--- config.mk ---
export PLATFORM = sky130hd
export DESIGN_NAME = hkspi_responder
export DESIGN_NICKNAME = d
export VERILOG_FILES = /design/src/rtl/hkspi_responder.sv
export SDC_FILE = /design/constraint.sdc
export NUM_CORES = 1
export LEC_CHECK = 0
export CORE_MARGIN = 10
export CORE_UTILIZATION = 45
export CTS_BUF_LIST = sky130_fd_sc_hd__clkbuf_8 sky130_fd_sc_hd__clkbuf_16
export DETAILED_ROUTE_END_ITERATION = 10
export GPL_TIMING_DRIVEN = 0
export PLACE_DENSITY = 0.78
export RECOVER_POWER = 50
export SYNTH_ARGS = -nofsm -noshare
export SYNTH_HDL_FRONTEND = slang
export SYNTH_SLANG_ARGS = --single-unit
export TNS_END_PERCENT = 5
--- constraint.sdc ---
create_clock -name wb_clk_i -period 2.2 [get_ports wb_clk_i]
set_input_delay 0.22 -clock wb_clk_i [delete_from_list [all_inputs] [get_ports wb_clk_i]]
set_output_delay 0.22 -clock wb_clk_i [all_outputs]
set_load 0.01 [all_outputs]
--- src/rtl/hkspi_responder.sv ---
// Housekeeping SPI responder: oversamples the SPI pins and turns the
// command/address/data byte stream into register-file strobes.
module hkspi_responder (
    input  logic       wb_clk_i,
    input  logic       wb_rst_i,
    input  logic       spi_csb,
    input  logic       spi_sck,
    input  logic       spi_sdi,
    output logic       spi_sdo,
    output logic       spi_sdo_oe,
    output logic [7:0] reg_addr,
    output logic [7:0] reg_wdata,
    output logic       reg_wstb,
    output logic       reg_rstb,
    input  logic [7:0] reg_rdata,
    output logic       busy
);
    typedef enum logic [2:0] {IDLE, COMMAND, ADDRESS, DATA, DONE} state_t;
    state_t state, state_next;

    logic [2:0] csb_q, sck_q;
    logic [1:0] sdi_q;
    logic       csb_s, csb_d, sck_s, sck_d, sdi_s;
    logic       rise, fall;
    logic [7:0] shift_reg, out_sr;
    logic [2:0] bit_cnt, byte_cnt, n_bytes;
    logic [1:0] op;
    logic       byte_done, take, adv, rstb_d, sdo_q, last_byte, shift_out;

    assign csb_s = csb_q[1];
    assign csb_d = csb_q[2];
    assign sck_s = sck_q[1];
    assign sck_d = sck_q[2];
    assign sdi_s = sdi_q[1];
    assign rise  = sck_s & ~sck_d;
    assign fall  = ~sck_s & sck_d;

    // A CSB abort in the same cycle as a completed byte suppresses it
    assign take      = byte_done & ~csb_s;
    assign last_byte = (n_bytes != 3'd0) && (byte_cnt + 3'd1 == n_bytes);
    assign shift_out = fall && (state == DATA);

    always_ff @(posedge wb_clk_i) begin
        if (wb_rst_i) begin
            csb_q <= '0;
            sck_q <= '0;
            sdi_q <= '0;
        end else begin
            csb_q <= {csb_q[1:0], spi_csb};
            sck_q <= {sck_q[1:0], spi_sck};
            sdi_q <= {sdi_q[0], spi_sdi};
        end
    end

    always_ff @(posedge wb_clk_i) begin
        if (wb_rst_i) state <= IDLE;
        else          state <= state_next;
    end

    always_comb begin
        state_next = state;
        if (csb_s) begin
            state_next = IDLE;
        end else begin
            case (state)
                IDLE:    if (csb_d) state_next = COMMAND;
                COMMAND: if (byte_done)
                    state_next = (shift_reg[7:6] == 2'b00) ? DONE : ADDRESS;
                ADDRESS: if (byte_done) state_next = DATA;
                DATA:    if (byte_done && last_byte) state_next = DONE;
                DONE:    state_next = DONE;
                default: state_next = IDLE;
            endcase
        end
    end

    always_ff @(posedge wb_clk_i) begin
        if (wb_rst_i || csb_s || state == IDLE) begin
            shift_reg <= '0;
            bit_cnt   <= '0;
            byte_done <= 1'b0;
        end else begin
            byte_done <= 1'b0;
            if (rise && state != DONE) begin
                shift_reg <= {shift_reg[6:0], sdi_s};
                bit_cnt   <= bit_cnt + 3'd1;
                byte_done <= (bit_cnt == 3'd7);
            end
        end
    end

    always_ff @(posedge wb_clk_i) begin
        if (wb_rst_i) begin
            reg_addr  <= '0;
            reg_wdata <= '0;
            reg_wstb  <= 1'b0;
            reg_rstb  <= 1'b0;
            op        <= '0;
            n_bytes   <= '0;
            byte_cnt  <= '0;
            adv       <= 1'b0;
            rstb_d    <= 1'b0;
        end else begin
            reg_wstb <= 1'b0;
            reg_rstb <= 1'b0;
            adv      <= 1'b0;
            rstb_d   <= reg_rstb;
            if (take) begin
                case (state)
                    COMMAND: begin
                        op      <= shift_reg[7:6];
                        n_bytes <= shift_reg[5:3];
                    end
                    ADDRESS: begin
                        reg_addr <= shift_reg;
                        reg_rstb <= op[0];
                    end
                    DATA: begin
                        byte_cnt <= byte_cnt + 3'd1;
                        reg_wstb <= op[1];
                        if (op[1]) reg_wdata <= shift_reg;
                        adv      <= 1'b1;
                    end
                    default: ;
                endcase
            end
            // Address advances one cycle after the write so wstb sees the old one
            if (adv) begin
                reg_addr <= reg_addr + 8'd1;
                reg_rstb <= op[0] && (state == DATA) && !csb_s;
            end
            if (csb_s || state == IDLE) byte_cnt <= '0;
        end
    end

    always_ff @(posedge wb_clk_i) begin
        if (wb_rst_i || csb_s) begin
            out_sr <= '0;
            sdo_q  <= 1'b0;
        end else if (rstb_d && shift_out) begin
            sdo_q  <= reg_rdata[7];
            out_sr <= {reg_rdata[6:0], 1'b0};
        end else if (rstb_d) begin
            out_sr <= reg_rdata;
        end else if (shift_out) begin
            sdo_q  <= out_sr[7];
            out_sr <= {out_sr[6:0], 1'b0};
        end
    end

    assign spi_sdo_oe = (state == DATA) && op[0];
    assign spi_sdo    = spi_sdo_oe & sdo_q;
    assign busy       = ~csb_s && (state != IDLE);

endmodule

==> metrics <==
most numerous cell in the Yosys netlist=dfxtp_1; worst hold margin=272.7 ps; Hold Fails Final Rpt=0; Bufs on Longest Clock Path=2; initial drt markers=between 40 and 50; CTS tree=built; worst hold path class=input pin to flop; DR pass1 iterations=4; setup TNS=0 ps; dpl cells=364; skew final=9.644 ps; nets=between 300 and 400; FFs w/ async S/R, synth=0; Max-Cap Viols=0; Post-Syn Area=0.002579 mm²; fraction of layout cells with a size suffix above 1=0.08766; Pleak=1.184 nW; GP Congestion=0.8037; # rows=27; Ports=34; initial antenna violation count=0; post-synthesis register bit count=60; Die X-Extent=95.70 µm; Synth cell types=40; Hold Buf Count CTS=0; Placement Setup Slack=187.8 ps; Largest stage delay, worst path=530 ps; data arrival time of the worst path=1810 ps; DP Area=roughly 0.0030 mm²; YS warnings=0; leading area contributor after synthesis=dfxtp_1; Overflow after GRT=0; Worst-path clk slew=roughly 70 ps; worst slew pin tran=685.5 ps; die area=0.009158 mm²; top post-synthesis cells by count=dfxtp_1, nor2_1, mux2i_1, nand2_1; critical path peak fanout=9; total track usage=0.1358; vias in the first global route=between 1.5k and 2k; sequential area share after synthesis=0.4658; H-tree depth=3; kind of critical path=flop to output port; cell area power density=739.9 mW/mm²; clock sink count=60; Area Overhead vs Synth=25.18%; Tot Pwr=2.389 mW; FF-to-FF setup slack=about 190 ps; run status=finished, final reports clean; Worst setup SP type=flop; clk_lat worst skew=around 340 ps; first-pass GRT wire length=between 9 and 10 mm; diode count=0; port bufs=32; postcts setup bufs=0; worst path bufs/invs=2; headroom to the max-slew limit=0.5392; cts bufs inserted=9; maximum vdd drop=0.0004393 V; clock root cell=clkbuf_8; DRC violations left=0; largest net degree at the start of global routing=12; Post-Syn Area per Cell=just under 10 µm²; vias after detailed routing=1,993; fmax=492.1 MHz; post-layout util=0.5827; crit share post-route=0.9238; share of the synthesized area in the top cell type=0.4658; RSZ-0062 raised after global routing=false; family with the most delay on the worst path=buffers and inverters; largest cells by area after synthesis=dfxtp_1, mux2i_1, mux4_1; Filler cells=478; Min Clock Period, post-route=roughly 2000 ps; Final Instance Area=0.003228 mm²; Via-to-Cell Ratio=between 5 and 6; critical path's slowest cell=clkdlybuf4s50_1; Initial Utilization=0.4654; CP required=~2000 ps; Cell Chain, Critical Path=buf_6, nor2b_4, and3_1, and2_1, clkdlybuf4s50_1; number of synthesized flops with an enable pin=0; ys flop type=dfxtp_1; Routed Antenna Nets=0; Mapped Cells=260; Synthesized Nets=277; final slew viol count=0; Final setup viols=0; Die H=95.70 µm; average wire per standard cell=14.88 µm; Total Wirelength=5.655 mm; Non-Filler Instances=380; hpwl dp=4.056 mm; final worst slack=167.7 ps; cts repair resizes=0; Core Region=between 0.005 and 0.006 mm²; Crit. End Element=output port
[cell type report]
class,count,area (µm²),area share
buffer,14,70.07,0.02171
timing repair buffer,32,320.3,0.09922
clock inverter,6,111.4,0.03450
sequential,60,1201,0.3721
inverter,2,7.507,0.002326
tap,72,90.09,0.02791
multi-input combinational,184,1290,0.3996
clock buffer,10,137.6,0.04264
[path summary, 6_finish.rpt]
| check | startpoint | endpoint | depth (start not counted) |
|---|---|---|---|
| max | state[2]$_SDFFE_PP0P_ | spi_sdo | 5 |
| min | wb_rst_i | sdi_q[1]$_SDFF_PP0_ | 2 |
| max reg2reg | state[2]$_SDFFE_PP0P_ | out_sr[1]$_SDFFE_PP0P_ | 6 |
| min reg2reg | sck_q[0]$_SDFF_PP0_ | sck_q[1]$_SDFF_PP0_ | 1 |
[routing by layer]
metal  wire length, µm  global-route usage  part of all wire  vias to the layer above
li1                  -                   -                 -                     1010
met2              2873              0.2201              0.51                       33
met4               104             0.05897             0.018                        0
met1              2442              0.1571              0.43                      942
met5                 0                   0                 0                        -
met3               235             0.05136             0.042                        8
[worst register-to-register path: stages, from the launching register on]
cell and delay (ps):
dfxtp_1 310, buf_6 130, nor2b_4 160, nand2_2 100, nor3b_4 440, mux4_1 600, and2_1 170
[layout by cell type, fill, tap and decap left out, types with 2 or more instances in the layout]
cell type        Yosys  routed
a2111oi_0            2       2
a21oi_1             14      14
a221oi_1             2       2
a41oi_1              2       2
and2_1               8       8
buf_2                3       2
buf_4                2       2
bufinv_16            0       3
clkbuf_1             8       9
clkbuf_8             0      10
clkdlybuf4s50_1      0      14
dfxtp_1             60      60
dlygate4sd3_1        0      18
ha_1                 4       4
inv_1                2       2
mux2i_1             21      21
mux4_1               7       7
nand2_1             15      15
nand2b_1             6       6
nand3_1             14      14
nand3b_1             2       2
nor2_1              38      38
nor2b_1              9       9
nor3_1               6       6
nor3b_1              5       5
o21ai_0              8       8
xnor2_1              4       4
xor2_1               2       2
[cell families after synthesis]
group	Yosys count	share of synthesized area
and+or+nand+nor	113	0.2315
DFF	60	0.4658
AOI/OAI and AO/OA	32	0.07522
muxes	29	0.1572
buffers and inverters	16	0.03057
xor gates and xnor gates	6	0.02038
adders and majority gates	4	0.01941
[where the power goes]
group | switching [mW] | internal, mW
sequential | 0.00298 | 1.09
combinational | 0.0332 | 0.0330
clock | 0.444 | 0.783
total | 0.480 | 1.91
(Power assumes the default switching activity.)
